`src/rtl/snes_video_pkg.sv`:
```
// Shared constants for the PPU-side video processor.
//   - B-bus addresses of the PPU registers the snoop decodes
//   - default OSD window bounds (dots / lines)
//   - video region encoding used to pick the OSD Y bounds
`timescale 1ns/1ps
package snes_video_pkg;

  localparam logic [7:0] ADDR_INIDISP = 8'h00;
  localparam logic [7:0] ADDR_BGMODE  = 8'h05;
  localparam logic [7:0] ADDR_M7SEL   = 8'h1A;

  localparam int OSD_X1_DEF   = 64;
  localparam int OSD_X2_DEF   = 256;
  localparam int OSD_Y1_N_DEF = 160;
  localparam int OSD_Y2_N_DEF = 208;
  localparam int OSD_Y1_P_DEF = 180;
  localparam int OSD_Y2_P_DEF = 228;

  typedef enum logic {
    REGION_NTSC = 1'b0,
    REGION_PAL  = 1'b1
  } region_e;

endpackage

```
`src/rtl/snes_ppu_reg_snoop.sv`:
```
// Snoops PPU B-bus writes and keeps shadow copies of the fields the video
// processor needs.
// Ports:
//   MCLK, RESETI          clock, synchronous active-high reset
//   PAWR_N                write strobe, active low, already in the MCLK domain
//   PADDRESS, DATA        B-bus address / data
//   brightness            INIDISP[BRIGHT_W-1:0], all ones after reset
//   force_blank           INIDISP[7]
//   md7_over              mode 7 selected and screen-over mode 2, registered
`timescale 1ns/1ps
module snes_ppu_reg_snoop
  import snes_video_pkg::*;
#(
  parameter int BRIGHT_W = 4
) (
  input  logic                MCLK,
  input  logic                RESETI,
  input  logic                PAWR_N,
  input  logic [7:0]          PADDRESS,
  input  logic [7:0]          DATA,
  output logic [BRIGHT_W-1:0] brightness,
  output logic                force_blank,
  output logic                md7_over
);

  logic pawr_q;
  logic wr;
  logic mode7;
  logic screen_over;
  logic mode7_nxt;
  logic screen_over_nxt;
  logic unused_data;

  // Previous strobe sample resets low so a strobe already low when reset
  // releases is not mistaken for a new falling edge.
  assign wr          = ~PAWR_N & pawr_q;
  assign unused_data = ^DATA[5:4];

  always_comb begin
    mode7_nxt       = mode7;
    screen_over_nxt = screen_over;
    if (wr && PADDRESS == ADDR_BGMODE) mode7_nxt = (DATA[2:0] == 3'd7);
    if (wr && PADDRESS == ADDR_M7SEL)  screen_over_nxt = (DATA[7:6] == 2'b10);
  end

  always_ff @(posedge MCLK) begin
    if (RESETI) begin
      pawr_q      <= 1'b0;
      brightness  <= {BRIGHT_W{1'b1}};
      force_blank <= 1'b0;
      mode7       <= 1'b0;
      screen_over <= 1'b0;
      md7_over    <= 1'b0;
    end else begin
      pawr_q <= PAWR_N;
      if (wr && PADDRESS == ADDR_INIDISP) begin
        brightness  <= DATA[BRIGHT_W-1:0];
        force_blank <= DATA[7];
      end
      mode7       <= mode7_nxt;
      screen_over <= screen_over_nxt;
      // Built from the next-state values so it follows the write by one cycle.
      md7_over    <= mode7_nxt & screen_over_nxt;
    end
  end

endmodule

```
`src/rtl/snes_ppu_video_proc.sv`:
```
// PPU-side video processor: master-brightness scaling of NUM_CH colour
// channels, dot-accurate h/v counters and a dimmed OSD window with font glyphs.
// Ports:
//   MCLK, RESETI         clock, synchronous active-high reset
//   PAWR_N/PADDRESS/DATA PPU register writes (snooped)
//   VBLANK, HBLANK       blanking flags, active high (VBLANK also holds counters)
//   CSYNC_N              composite sync in
//   REGION               0 NTSC, 1 PAL; selects OSD Y bounds
//   OSD_EN               OSD overlay enable
//   PIX_IN               raw colour, ch0 in LSBs
//   FONT_ADDR/FONT_DATA  font ROM port; FONT_DATA is consumed in the cycle
//                        FONT_ADDR is presented (one cycle after it is formed)
//   PIX_OUT              processed colour, two cycles after PIX_IN
//   CSYNC_N_O, BLANK_N_O sync and DAC blank aligned with PIX_OUT
//   MD7_OVER             mode 7 with screen-over mode 2
`timescale 1ns/1ps
module snes_ppu_video_proc
  import snes_video_pkg::*;
#(
  parameter int IN_W      = 5,
  parameter int BRIGHT_W  = 4,
  parameter int OUT_W     = 9,
  parameter int NUM_CH    = 3,
  parameter int DOT_DIV   = 4,
  parameter int H_TOTAL   = 341,
  parameter int OSD_X1    = OSD_X1_DEF,
  parameter int OSD_X2    = OSD_X2_DEF,
  parameter int OSD_Y1_N  = OSD_Y1_N_DEF,
  parameter int OSD_Y1_P  = OSD_Y1_P_DEF,
  parameter int OSD_Y2_N  = OSD_Y2_N_DEF,
  parameter int OSD_Y2_P  = OSD_Y2_P_DEF,
  parameter int OSD_DIM   = 2,
  parameter int GLYPH_W   = 8,
  parameter int ROW_W     = 4,
  parameter int FONT_ROWS = 12
) (
  input  logic                    MCLK,
  input  logic                    RESETI,
  input  logic                    PAWR_N,
  input  logic [7:0]              PADDRESS,
  input  logic [7:0]              DATA,
  input  logic                    VBLANK,
  input  logic                    HBLANK,
  input  logic                    CSYNC_N,
  input  logic                    REGION,
  input  logic                    OSD_EN,
  input  logic [NUM_CH*IN_W-1:0]  PIX_IN,
  output logic [10:0]             FONT_ADDR,
  input  logic [GLYPH_W-1:0]      FONT_DATA,
  output logic [NUM_CH*OUT_W-1:0] PIX_OUT,
  output logic                    CSYNC_N_O,
  output logic                    BLANK_N_O,
  output logic                    MD7_OVER
);

  localparam int PROD_W = IN_W + BRIGHT_W;
  localparam int SHIFT  = PROD_W - OUT_W;
  localparam int DOT_W  = (DOT_DIV > 1) ? $clog2(DOT_DIV) : 1;
  localparam int PX_W   = (GLYPH_W > 1) ? $clog2(GLYPH_W) : 1;
  localparam int COL_W  = 11 - ROW_W;

  localparam logic [DOT_W-1:0] DOT_LAST  = DOT_W'(DOT_DIV - 1);
  localparam logic [8:0]       H_LAST    = 9'(H_TOTAL - 1);
  localparam logic [8:0]       X1        = 9'(OSD_X1);
  localparam logic [8:0]       X2        = 9'(OSD_X2);
  localparam logic [8:0]       Y1_N      = 9'(OSD_Y1_N);
  localparam logic [8:0]       Y2_N      = 9'(OSD_Y2_N);
  localparam logic [8:0]       Y1_P      = 9'(OSD_Y1_P);
  localparam logic [8:0]       Y2_P      = 9'(OSD_Y2_P);
  localparam logic [ROW_W-1:0] ROWS_LAST = ROW_W'(FONT_ROWS - 1);

  function automatic logic [OUT_W-1:0] scale_ch(input logic [IN_W-1:0]     pix,
                                                input logic                win,
                                                input logic [BRIGHT_W-1:0] br);
    logic [IN_W-1:0]   c;
    logic [PROD_W-1:0] p;
    c = win ? (pix >> OSD_DIM) : pix;
    p = PROD_W'(c) * PROD_W'(br);
    return OUT_W'(p >> SHIFT);
  endfunction

  logic [BRIGHT_W-1:0] brightness;
  logic                force_blank;

  snes_ppu_reg_snoop #(.BRIGHT_W(BRIGHT_W)) u_snoop (
    .MCLK        (MCLK),
    .RESETI      (RESETI),
    .PAWR_N      (PAWR_N),
    .PADDRESS    (PADDRESS),
    .DATA        (DATA),
    .brightness  (brightness),
    .force_blank (force_blank),
    .md7_over    (MD7_OVER)
  );

  logic [DOT_W-1:0] dot_cnt;
  logic [8:0]       h;
  logic [8:0]       v;
  logic [8:0]       v_inc;
  logic [ROW_W-1:0] glyph_row;
  logic             tick;
  region_e          region;
  logic [8:0]       y1;
  logic [8:0]       y2;

  assign tick   = (dot_cnt == DOT_LAST);
  assign v_inc  = v + 9'd1;
  assign region = region_e'(REGION);
  assign y1     = (region == REGION_PAL) ? Y1_P : Y1_N;
  assign y2     = (region == REGION_PAL) ? Y2_P : Y2_N;

  // glyph_row tracks (v - Y1 - 1) mod FONT_ROWS incrementally: it restarts on
  // the first window line and wraps at FONT_ROWS on every later line.
  always_ff @(posedge MCLK) begin
    if (RESETI || VBLANK) begin
      dot_cnt   <= '0;
      h         <= '0;
      v         <= '0;
      glyph_row <= '0;
    end else begin
      dot_cnt <= tick ? '0 : dot_cnt + 1'b1;
      if (tick) begin
        if (h == H_LAST) begin
          h <= '0;
          v <= v_inc;
          if (v_inc == y1 + 9'd1)        glyph_row <= '0;
          else if (glyph_row == ROWS_LAST) glyph_row <= '0;
          else                           glyph_row <= glyph_row + 1'b1;
        end else begin
          h <= h + 9'd1;
        end
      end
    end
  end

  logic             in_win;
  logic [8:0]       col;
  logic [COL_W-1:0] char_col;

  assign in_win   = OSD_EN && (h > X1) && (h <= X2) && (v > y1) && (v <= y2);
  assign col      = h - X1 - 9'd1;
  assign char_col = COL_W'(col >> PX_W);

  // ---- S0: register font address, window state, pixel and sync ----
  logic [PX_W-1:0]        px_p0;
  logic                   win_p0;
  logic                   vld_p0;
  logic                   csync_p0;
  logic [NUM_CH*IN_W-1:0] pix_p0;
  logic [BRIGHT_W-1:0]    bright_p0;

  always_ff @(posedge MCLK) begin
    if (RESETI) begin
      FONT_ADDR <= '0;
      px_p0     <= '0;
      win_p0    <= 1'b0;
      vld_p0    <= 1'b0;
      csync_p0  <= 1'b1;
      pix_p0    <= '0;
      bright_p0 <= '0;
    end else begin
      FONT_ADDR <= {char_col, glyph_row};
      px_p0     <= col[PX_W-1:0];
      win_p0    <= in_win;
      vld_p0    <= ~(VBLANK | HBLANK | force_blank);
      csync_p0  <= CSYNC_N;
      pix_p0    <= PIX_IN;
      bright_p0 <= brightness;
    end
  end

  // ---- S1: font data valid, per-channel product and overrides ----
  logic [GLYPH_W-1:0]      font_rev;
  logic                    font_bit;
  logic [NUM_CH*OUT_W-1:0] pix_s1;

  // Bit-reverse so px indexes the glyph from its leftmost (MSB) dot.
  for (genvar i = 0; i < GLYPH_W; i++) begin : g_rev
    assign font_rev[i] = FONT_DATA[GLYPH_W-1-i];
  end

  assign font_bit = font_rev[px_p0];

  for (genvar ch = 0; ch < NUM_CH; ch++) begin : g_ch
    assign pix_s1[ch*OUT_W +: OUT_W] =
      !vld_p0               ? {OUT_W{1'b0}} :
      (win_p0 && font_bit)  ? {OUT_W{1'b1}} :
      scale_ch(pix_p0[ch*IN_W +: IN_W], win_p0, bright_p0);
  end

  // ---- S2: output registers ----
  always_ff @(posedge MCLK) begin
    if (RESETI) begin
      PIX_OUT   <= '0;
      BLANK_N_O <= 1'b0;
      CSYNC_N_O <= 1'b1;
    end else begin
      PIX_OUT   <= pix_s1;
      BLANK_N_O <= vld_p0;
      CSYNC_N_O <= csync_p0;
    end
  end

endmodule
```
`config.mk`:
```
export PLATFORM = sky130hd
export DESIGN_NAME = snes_ppu_video_proc
export DESIGN_NICKNAME = d
export VERILOG_FILES = /design/src/rtl/snes_video_pkg.sv /design/src/rtl/snes_ppu_reg_snoop.sv /design/src/rtl/snes_ppu_video_proc.sv
export SDC_FILE = /design/constraint.sdc
export NUM_CORES = 1
export LEC_CHECK = 0
export CAP_MARGIN = 20
export CORE_UTILIZATION = 54
export DETAILED_ROUTE_END_ITERATION = 7
export PLACE_DENSITY_LB_ADDON = 0.3
export SETUP_SLACK_MARGIN = 0.15
export SYNTH_ARGS = -nofsm -noshare
export SYNTH_HDL_FRONTEND = slang
export SYNTH_HIERARCHICAL = 1
export SYNTH_SLANG_ARGS = --single-unit
```
`constraint.sdc`:
```
create_clock -name MCLK -period 5.5 [get_ports MCLK]
set_clock_uncertainty 0.2 [all_clocks]
set_input_delay 0.825 -clock MCLK [delete_from_list [all_inputs] [get_ports MCLK]]
set_output_delay 0.825 -clock MCLK [all_outputs]
set_load 0.01 [all_outputs]
```
==> results of run 1 <==
-- Yosys cell counts, types with 2 or more instances --
| cell | n |
|---|---|
| dfxtp_1 | 97 |
| nor2_1 | 55 |
| nor2b_1 | 52 |
| ha_1 | 50 |
| inv_1 | 37 |
| nand2_1 | 37 |
| a21oi_1 | 34 |
| and2_1 | 28 |
| xor2_1 | 21 |
| clkbuf_1 | 18 |
| fa_1 | 18 |
| o21ai_0 | 14 |
| xnor2_1 | 11 |
| nand2b_1 | 10 |
| nand4_1 | 8 |
| mux2i_1 | 7 |
| nand3_1 | 7 |
| nor3_1 | 6 |
| o21a_1 | 6 |
| o311ai_1 | 6 |
| a31oi_1 | 5 |
| nor4_1 | 5 |
| a21o_1 | 4 |
| buf_2 | 4 |
| mux2_2 | 4 |
| a311o_1 | 3 |
| a311oi_1 | 3 |
| and3_1 | 3 |
| buf_6 | 3 |
| nand3b_1 | 3 |
| o31a_1 | 3 |
| or2_2 | 3 |
| a211oi_1 | 2 |
| and2_2 | 2 |
| and3_2 | 2 |
| buf_1 | 2 |
| mux4_2 | 2 |
| nand4b_1 | 2 |
| nor3b_1 | 2 |
| nor4b_1 | 2 |
| o31ai_1 | 2 |
| or2b_2 | 2 |
| or3_1 | 2 |
-- area by class of cell --
cell class	instances	area, µm²	share of cell area [%]
clock buffers	13	139	2.08
multi-input cells	446	3370	50.5
well taps	133	166	2.49
inverters	37	139	2.08
flip-flops and latches	97	1940	29.1
clock inverters	3	65.1	0.974
repair buffers	86	856	12.8
-- per-stage QoR --
step                      total power, W  hold WS, ns  area (µm²)  std cells  utilization [%]
after floorplan                 0.000862        0.189        5590        608                -
after global routing             0.00148        0.253        6680        815             67.4
final                            0.00141        0.229        6680        815             67.4
after detailed placement        0.000938        0.199        6480        799             65.4
after CTS                        0.00142        0.232        6680        815             67.4
after global placement          0.000930        0.194        6480        799             65.4
-- logic make-up (layout without fill, tap and decap cells) --
family | count (synthesis) | count (layout) | synth area share (%)
simple gates | 240 | 240 | 23.6
flops | 97 | 97 | 34.7
compound gates | 92 | 92 | 11.2
fa+ha+maj | 68 | 68 | 17.6
buf+inv | 65 | 139 | 4.92
xor+xnor | 32 | 32 | 5.01
mux | 13 | 13 | 2.86
other cells | 1 | 1 | 0.0671
-- flip-flops by register name, summed over array words and instances (netlist names) --
signal / flops
csync_p0: 1
CSYNC_N_O: 1
u_snoop/mode7: 1
px_p0: 3
u_snoop/screen_over: 1
pix_p0: 15
PIX_OUT: 27
u_snoop/md7_over: 1
u_snoop/brightness: 4
u_snoop/pawr_q: 1
v: 9
bright_p0: 4
win_p0: 1
h: 9
BLANK_N_O: 1
FONT_ADDR: 10
dot_cnt: 2
u_snoop/force_blank: 1
vld_p0: 1
glyph_row: 4
-- power by group --
group | leakage [nW] | switching (W) | internal (W)
Sequential | 0.792 | 0.0000118 | 0.000717
Clock | 0.102 | 0.000236 | 0.000257
Combinational | 1.81 | 0.0000931 | 0.0000998
Total | 2.70 | 0.000340 | 0.00107
-- routing by layer --
| layer | GRT usage (%) | part of all wire, % | wire [µm] | vias to the layer above |
|---|---|---|---|---|
| met2 | 40.6 | 50 | 5750 | 111 |
| met5 | 0 | 0 | 0 | - |
| li1 | - | - | - | 2190 |
| met1 | 26.1 | 43 | 4960 | 2042 |
| met3 | 4.22 | 4.3 | 492 | 25 |
| met4 | 10.0 | 2.6 | 299 | 0 |
-- worst min path at each step --
stage,startpoint,to,cells after the start
finish,csync_p0,CSYNC_N_O,1
global route,dot_cnt[0],dot_cnt[0],1
CTS,csync_p0,CSYNC_N_O,1
detailed placement,csync_p0,CSYNC_N_O,1
global placement,csync_p0,CSYNC_N_O,1
floorplan,csync_p0,CSYNC_N_O,1
==> impl_summary.md, run 1 <==
Job
The total of max-cap violations is 0.

Placed design
Summed over all nets, the half-perimeter wirelength after detailed placement is 8740 µm. Routability-driven placement finished with a final weighted congestion of 0.867. The count of buffers inserted at the top-level ports is 84. The worst slack at placement is 1.36 ns.

STA
The relative max-transition margin is 44.9%. After layout, the worst setup slack is 1.34 ns. The final hold violation count was 0. The aggregate negative setup slack is 0 ns.

In the finished design, the share of the clock period the worst path needs comes to 75.6%. The maximum clock rate is 0.240 GHz. The max-slew violation count was 0. The count of endpoints failing setup in the final report is 0. At the pin with the least slew margin, the transition time is 0.815 ns. Setup repair after global routing left no endpoint under its margin.

For the finished layout, the period the worst path requires is 4.16 ns.

Worst setup path
The register-to-register setup slack is 1.34 ns. In this run the worst path has a maximum fanout of 18. Among cell families on the critical path, the largest total delay comes from adder cells. The endpoint of the worst-slack reg-to-reg timing path is PIX_OUT[7]. The class of the most critical setup path is flip-flop to flip-flop. The number of buffers and inverters on the critical path is 1.

At the worst endpoint, the required time is 5.53 ns. The cell at the slowest stage of the critical path is dfxtp_1. The worst setup path is captured at a flip-flop. The signal on the critical path passes through mux2i_1 -> nand2b_1 -> fa_1 -> fa_1 -> inv_1 -> ha_1 -> a21o_1 -> a311o_1 -> a21oi_1 -> xor2_1 -> a21oi_1. The arrival time at the worst endpoint is 4.19 ns. The delay of the slowest critical-path stage is 0.83 ns.

In this run the number of cells on the critical path is 11. The beginning of the worst register-to-register path is win_p0. The critical path starts at win_p0. In this run the worst setup path terminates at PIX_OUT[7]. The depth of the worst register-to-register path is 11.

The worst setup path is launched from a flip-flop.

Detailed routing
The post-route antenna net violation count is 0. The iteration-0 DRC count of the detailed router is 129. The detailed router placed 4368 vias in this run.

The wire length reported by the detailed router is 11500 µm. The first TritonRoute pass finished after 4 iterations. After detailed routing, the average wire length per cell comes to 14.1 µm. In the routed design, unresolved DRC markers number 0. The mean number of vias per cell is 5.36.

GRT
The total overflow left after global routing is 0. The initial antenna violation count is 0. The via count of the first global-routing pass is 4339. The first global-routing pass estimated 19700 µm of wire. The total global routing track utilization is 22.6%. The maximum number of pins on one net before global-route repair is 43.

Pwr
The worst ir drop on vdd is 0.116 mV. Summed over all cells, the static leakage comes to 2.70 nW. The power density over the cells is 212 nW/µm².

Floorplanning
The die covers 10800 µm². In this run the vertical extent of the chip is 104 µm. For this design the top-level I/O count stands at 88. The die span in x is 104 µm. The starting utilization of the core area is 56.4%. The placeable core region is 9910 µm². The standard-cell row count is 36.

Clock network
In this run, post-CTS hold repair placed 0 buffers. The total CTS buffers is 9. The clock latency reported for the late side of the worst-skew pair is 0.37 ns. The tree is rooted in a clkbuf_8. The clock sink total is 97. The number of setup buffers added after CTS is 0. The CTS clock-pin slew for the worst setup and hold paths is 0.09 ns.

TritonCTS built the clock tree. Once the clock tree was built, the resizer swapped 0 gates to a different size. The H-tree depth is 3. In this run the deepest clock path goes through 2 buffers.

Yosys
In this run, distinct cell masters in the synthesized netlist total 64. The cell count after synthesis came out at 608. The post-synthesis net count is 723.

Synthesis inferred 97 register bits. The number of enable flip-flop cells after synthesis is 0. Of the post-synthesis cell area, the dominant cell type holds 34.7%. Summing every instance area after synthesis gives 5590 µm². The sequential share of the synthesized area is 34.7%. The post-synthesis area per instance is 9.20 µm².

For this run, the leading register cell type out of synthesis is dfxtp_1. The async set or reset register ratio after synthesis is 0%. For this run, the number of Yosys warnings is 6. In the post-synthesis netlist, the biggest area contributors are dfxtp_1 (35%), ha_1 (11%), fa_1 (6.4%), nor2b_1 (5.8%), nor2_1 (3.7%). The cell taking the most area after synthesis is dfxtp_1.

Cells and area
The count of nets after finishing is 792. Fill cells in the final layout number 811. Relative to the synthesized area, the layout overhead comes to 19.5%. The commonest non-fill, non-tap cell in the layout is dfxtp_1. The top cell types in the final layout, fill and taps aside, are dfxtp_1 (97), clkdlybuf4s50_1 (84), nor2_1 (55).

0 antenna diodes ended up in the layout. In the final layout, the share of cells above drive strength 1 is 5.43%.

Worst hold path
The classification of the worst-slack hold path is flip-flop to flip-flop.

Outcome
The flow ran to the end, and the final reports show no timing, DRC or antenna violations.
(Power assumes the default switching activity.)
==> inputs of run 2 (changes only) <==
Settings changed: CORE_UTILIZATION 54 to 49.
Clock period 5.5 ns to 3.45 ns, I/O delays scaled along.
==> impl_summary.md, run 2 (synthesis gave the netlist of run 1 again) <==
STA
The transition time of the tightest slew-check pin is 0.778 ns (was 0.815 ns). The final hold violation count is 0 (unchanged). Unrepaired setup endpoints after global routing: true (was false). The final worst setup slack is -0.0340 ns (was 1.34 ns).

The max-slew violation count is 0 (unchanged). The relative max-transition margin was 47.4% (was 44.9%). The maximum clock rate is 0.287 GHz (was 0.240 GHz).

The minimum clock period is 3.48 ns (was 4.16 ns). The count of endpoints failing setup in the final report is 3 (was 0). The ratio of final minimum period to clock period is 101% (was 75.6%). The worst hold-check slack was 0.207 ns (was 0.229 ns).

Floorplanning
The placeable core region is 11000 µm² (was 9910 µm²). The die span in x is 109 µm (was 104 µm). The starting utilization of the core area was 50.9% (was 56.4%).

The number of primary I/O pins is 88 (unchanged). The die footprint is 11800 µm² (was 10800 µm²). The vertical die dimension is 109 µm (was 104 µm). The standard-cell row count came to 38 (was 36).

Cells and area
The commonest non-fill, non-tap cell in the layout is dfxtp_1 (unchanged). The area overhead of the layout relative to synthesis was 32.4% (was 19.5%). Commonest non-fill, non-tap cells in the layout: dfxtp_1 (95), clkdlybuf4s50_1 (84), nor2_1 (55) (was dfxtp_1 (97), clkdlybuf4s50_1 (84), nor2_1 (55)). The fill cell instance count of the final layout came to 852 (was 811). The register containing the most flip-flops in the final layout is PIX_OUT (unchanged). The count of placed standard cells in the final layout, fillers left out is 865 (was 815). The count of nets after finishing was 837 (was 792). The area of combinational cells with multiple inputs was 3630 µm² (was 3370 µm²). The total inserted antenna cells is 0 (unchanged). The flip-flop count of the largest register after layout came to 27 (unchanged). Largest registers in the final layout: PIX_OUT (27), pix_p0 (15), FONT_ADDR (10) (unchanged). The flip-flop and latch area was 1950 µm² (was 1940 µm²). The layout cell share with drive strength beyond 1 is 17.8% (was 5.43%).

Worst setup path
The number of buffers and inverters on the critical path is 3 (was 1). The cell family with the largest share of critical-path delay is adder cells (unchanged). The maximum fanout along the worst path is 4 (was 18).

The nature of the critical path startpoint is a flip-flop (unchanged). The class of the most critical setup path is flip-flop to flip-flop (unchanged). The type of destination of the critical path was a flip-flop (unchanged). The arrival time at the worst endpoint came to 3.49 ns (was 4.19 ns).

The cell at the slowest stage of the critical path is fa_1 (was dfxtp_1). The delay of the slowest critical-path stage is 0.53 ns (was 0.83 ns). The critical path data required time is 3.46 ns (was 5.53 ns). Cells along the critical path: buf_6 -> mux2i_4 -> nor2b_2 -> fa_1 -> inv_2 -> fa_1 -> inv_2 -> ha_4 -> nor2b_4 -> o31a_1 -> o21a_1 -> o21ai_2 -> o311ai_2 (was mux2i_1 -> nand2b_1 -> fa_1 -> fa_1 -> inv_1 -> ha_1 -> a21o_1 -> a311o_1 -> a21oi_1 -> xor2_1 -> a21oi_1).

Clock network
The clock latency reported for the late side of the worst-skew pair is 0.34 ns (was 0.37 ns). The CTS clock-pin slew for the worst setup and hold paths is 0.06 ns (was 0.09 ns). The H-tree depth is 3 (unchanged). The total CTS buffers came to 9 (unchanged). The deepest clock path buffer count is 2 (unchanged). The TritonCTS clock tree is yes (unchanged). The clock sink total is 97 (unchanged). The root buffer cell is clkbuf_16 (was clkbuf_8). The hold-fix buffer count after cts is 0 (unchanged).

Placed design
The count of buffers inserted at the top-level ports came to 84 (unchanged). The weighted congestion reported at the end of routability-driven placement is 0.892 (was 0.867). The HPWL reported at the end of detailed placement is 8920 µm (was 8740 µm). The number of cells after detailed placement is 839 (was 799).

GRT
The total global routing track utilization is 21.1% (was 22.6%). The via count of the first global-routing pass is 4320 (was 4339). The initial antenna violation count came to 0 (unchanged). The wire length of the first global-routing pass is 19400 µm (was 19700 µm). The aggregate global routing overflow came to 0 (unchanged). The maximum number of pins on one net before global-route repair is 28 (was 43).

Detailed routing
The post-route antenna net violation count is 0 (unchanged). The mean number of vias per cell is 5.30 (was 5.36). The total number of vias came to 4586 (was 4368).

The iteration-0 DRC count of the detailed router came to 170 (was 129). The number of optimization iterations in the first detailed-route pass came to 6 (was 4). The wire length reported by the detailed router is 12400 µm (was 11500 µm). The average wire length per cell after detail routing is 14.3 µm (was 14.1 µm). The remaining routing DRC violations was 0 (unchanged).

Pwr
The power density over the cells is 342 nW/µm² (was 212 nW/µm²). The worst ir drop on vdd is 0.226 mV (was 0.116 mV). The leakage component of the power was 3.03 nW (was 2.70 nW).

Worst hold path
The classification of the worst-slack hold path was flip-flop to flip-flop (unchanged).

Job
The total of max-cap violations is 0 (unchanged).

Outcome
Outcome: finished, violations left (was complete, no violations). The checks that failed: negative setup slack.
==> run 2: path summary, 6_finish.rpt <==
| path | startpoint | to | slack, ns | cells past startpoint |
|---|---|---|---|---|
| setup / recovery | win_p0 | PIX_OUT[8] | -0.03 | 13 |
| hold / removal | csync_p0 | CSYNC_N_O | 0.21 | 1 |
| setup reg to reg | win_p0 | PIX_OUT[8] | -0.03 | 13 |
| hold reg to reg | csync_p0 | CSYNC_N_O | 0.21 | 1 |
==> run 2: per-stage QoR <==
step           worst slack, ns  instance area [µm²]  setup TNS [ns]  total power (W)  utilization, %
5_1_grt                 -0.145                 7400          -0.593          0.00264            67.4
2_1_floorplan            0.101                 5720               0          0.00139               -
6_report               -0.0340                 7400         -0.0595          0.00253            67.4
3_5_place_dp            -0.193                 6840           -1.06          0.00155            62.3
4_1_cts                 0.0340                 7240               0          0.00253            65.9
3_3_place_gp            -0.149                 6840          -0.598          0.00154            62.3
==> run 2: repair_timing <==
item	4_1_cts	5_1_grt
pin swaps	6	22
gates resized for setup	13	33
buffers inserted	6	6
endpoints found under the setup margin	15	12
==> run 2: area by class of cell <==
cell class              instances  area share, %
inverters                      37           1.88
clock buffers                  11           3.28
flip-flops and latches         97           26.3
multi-input cells             446           49.1
clock inverters                 3          0.575
repair buffers                131           16.5
well taps                     140           2.37
==> run 2: routing by layer <==
layer  wire (µm)  GRT usage [%]
met4         164           6.95
met1        5610           26.5
met5           0              0
met3         500           4.78
met2        6090           35.7
==> run 2: power by group <==
| part | switching, W | internal (W) | total (W) |
|---|---|---|---|
| logic | 0.000172 | 0.000216 | 0.000387 |
| registers | 0.0000191 | 0.00114 | 0.00116 |
| clock network | 0.000411 | 0.000573 | 0.000984 |
| total | 0.000602 | 0.00193 | 0.00253 |
==> inputs of run 3 (changes only) <==
Settings changed: CORE_UTILIZATION 49 to 55, GPL_TIMING_DRIVEN set to 0.
Clock period 3.45 ns to 4.1 ns, I/O delays scaled along.
==> impl_summary.md, run 3 (synthesis gave the netlist of run 1 again) <==
Placed design
The HPWL reported at the end of detailed placement is 9090 µm (was 8920 µm). The worst slack at placement came to -0.181 ns (was -0.193 ns). The placed cell area was 6600 µm² (was 6840 µm²). The weighted congestion reported at the end of routability-driven placement is 0.923 (was 0.892). The count of buffers inserted at the top-level ports was 84 (unchanged).

Floorplanning
The number of primary I/O pins is 88 (unchanged). The placeable core region is 9820 µm² (was 11000 µm²). The die footprint was 10600 µm² (was 11800 µm²).

The starting utilization of the core area is 56.9% (was 50.9%). The vertical die dimension is 103 µm (was 109 µm). The die span in x is 103 µm (was 109 µm). The standard-cell row count came to 36 (was 38).

Detailed routing
The remaining routing DRC violations is 0 (unchanged). The mean number of vias per cell is 5.38 (was 5.30). The post-route antenna net violation count is 0 (unchanged). The wire length reported by the detailed router came to 11800 µm (was 12400 µm). The average wire length per cell after detail routing was 14.0 µm (was 14.3 µm). The total number of vias came to 4528 (was 4586). The number of optimization iterations in the first detailed-route pass came to 4 (was 6). The iteration-0 DRC count of the detailed router was 146 (was 170).

Cells and area
The total inserted antenna cells is 0 (unchanged). Largest registers in the final layout: PIX_OUT (27), pix_p0 (15), FONT_ADDR (10) (unchanged). The count of nets after finishing came to 819 (was 837). The layout cell share with drive strength beyond 1 is 7.19% (was 17.8%). The commonest non-fill, non-tap cell in the layout was dfxtp_1 (unchanged).

The final core utilization is 69.8% (was 67.4%). Commonest non-fill, non-tap cells in the layout: dfxtp_1 (97), clkdlybuf4s50_1 (84), nor2_1 (55) (was dfxtp_1 (95), clkdlybuf4s50_1 (84), nor2_1 (55)). The register containing the most flip-flops in the final layout was PIX_OUT (unchanged). The summed area of non-filler cells in the final layout came to 6860 µm² (was 7400 µm²). The area overhead of the layout relative to synthesis is 22.6% (was 32.4%). The flip-flop count of the largest register after layout is 27 (unchanged).

Pwr
The fraction of power consumed by sequential logic is 51.2% (was 45.9%). The switching component of the power is 0.000492 W (was 0.000602 W). The leakage component of the power is 2.77 nW (was 3.03 nW). The net switching fraction of the power was 25.9% (was 23.8%).

The internal cell power is 0.00141 W (was 0.00193 W). The worst ir drop on vdd was 0.200 mV (was 0.226 mV). The clock network fraction of design power came to 34.5% (was 38.8%). The overall power consumption is 0.00190 W (was 0.00253 W).

The power density over the cells came to 277 nW/µm² (was 342 nW/µm²). The share of total power in combinational logic is 14.3% (was 15.3%).

STA
The ratio of final minimum period to clock period was 92.9% (was 101%). The relative max-transition margin is 42.7% (was 47.4%). The max-slew violation count is 0 (unchanged). The final worst setup slack is 0.291 ns (was -0.0340 ns).

The minimum clock period came to 3.81 ns (was 3.48 ns). Unrepaired setup endpoints after global routing: true (unchanged). The transition time of the tightest slew-check pin is 0.848 ns (was 0.778 ns).

The count of endpoints failing setup in the final report is 0 (was 3). The final hold violation count is 0 (unchanged). The maximum clock rate is 0.263 GHz (was 0.287 GHz).

GRT
The via count of the first global-routing pass came to 4272 (was 4320). The maximum number of pins on one net before global-route repair was 18 (was 28). The wire length of the first global-routing pass is 19200 µm (was 19400 µm). The aggregate global routing overflow is 0 (unchanged).

The total global routing track utilization is 23.7% (was 21.1%). The initial antenna violation count is 0 (unchanged).

Clock network
The clock latency reported for the late side of the worst-skew pair is 0.38 ns (was 0.34 ns). The total CTS buffers is 9 (unchanged). The root buffer cell is clkbuf_8 (was clkbuf_16).

The clock sink total is 97 (unchanged). The CTS clock-pin slew for the worst setup and hold paths is 0.10 ns (was 0.06 ns). The deepest clock path buffer count is 2 (unchanged).

The H-tree depth is 3 (unchanged). The TritonCTS clock tree is yes (unchanged).

Worst setup path
The arrival time at the worst endpoint is 3.85 ns (was 3.49 ns). The depth of the worst register-to-register path came to 13 (unchanged). The class of the most critical setup path is flip-flop to flip-flop (unchanged). The register-to-register setup slack is 0.29 ns (was -0.03 ns). The nature of the critical path startpoint was a flip-flop (unchanged). The maximum fanout along the worst path is 10 (was 4). The critical path data required time is 4.14 ns (was 3.46 ns).

The type of destination of the critical path is a flip-flop (unchanged).

Job
The total of max-cap violations is 0 (unchanged).

Outcome
Outcome: complete, no violations (was finished, violations left).

Worst hold path
The cell depth of the worst min-delay path is 1 (unchanged). The classification of the worst-slack hold path is flip-flop to flip-flop (unchanged).
[run 3: layout make-up]
type                       instances  area, µm²
clock inverter                     6       75.1
inverter                          37        139
sequential                        97       1940
fill                             803       2960
timing repair buffer              85        848
clock buffer                      10        138
buffer                            28        150
tap                              133        166
multi-input combinational        446       3400
[run 3: worst max-delay path, stage by stage (launching register included)]
cell      delay (ns)
dfxtp_1         0.32
buf_4           0.19
buf_8           0.17
mux2i_4         0.26
nand2b_1        0.16
fa_1            0.45
fa_1            0.61
inv_1           0.07
ha_1            0.28
a21o_1          0.18
a311o_1         0.36
a21oi_1         0.18
xor2_1          0.15
a21oi_1         0.07
[run 3: metrics by stage]
stage / setup TNS, ns / instances / hold WS [ns]
after floorplan: 0 / 608 / 0.189
after global placement: -0.154 / 825 / 0.196
after detailed placement: -0.455 / 825 / 0.200
after CTS: 0 / 841 / 0.223
after global routing: 0 / 842 / 0.244
final: 0 / 842 / 0.221
[run 3: timing repair]
action | CTS | global route
setup buffers | 0 | 1
gates cloned | 0 | 0
hold endpoints to repair | 0 | 0
pin swaps | 0 | 1
hold buffers | 0 | 0
setup endpoints to repair | 7 | 4
gates resized for setup | 4 | 5
[run 3: path summary, 6_finish.rpt]
kind | from | endpoint
max | win_p0 | PIX_OUT[16]
min | u_snoop/force_blank | vld_p0
max reg2reg | win_p0 | PIX_OUT[16]
min reg2reg | u_snoop/force_blank | vld_p0
[run 3: power by group through the flow]
stage / sequential (W) / combinational [W] / clock, W
after floorplan: 0.000995 / 0.000162 / 0
after global routing: 0.000976 / 0.000303 / 0.000714
after detailed placement: 0.000994 / 0.000266 / 0
after CTS: 0.000972 / 0.000269 / 0.000669
final: 0.000973 / 0.000272 / 0.000655
after global placement: 0.000993 / 0.000258 / 0
[run 3: per-layer routing]
layer	track usage, %	wire (µm)	vias to the layer above
li1	-	-	2245
met1	29.0	5240	2148
met2	40.5	5830	117
met3	6.31	558	18
met4	7.91	188	0
met5	0	0	-
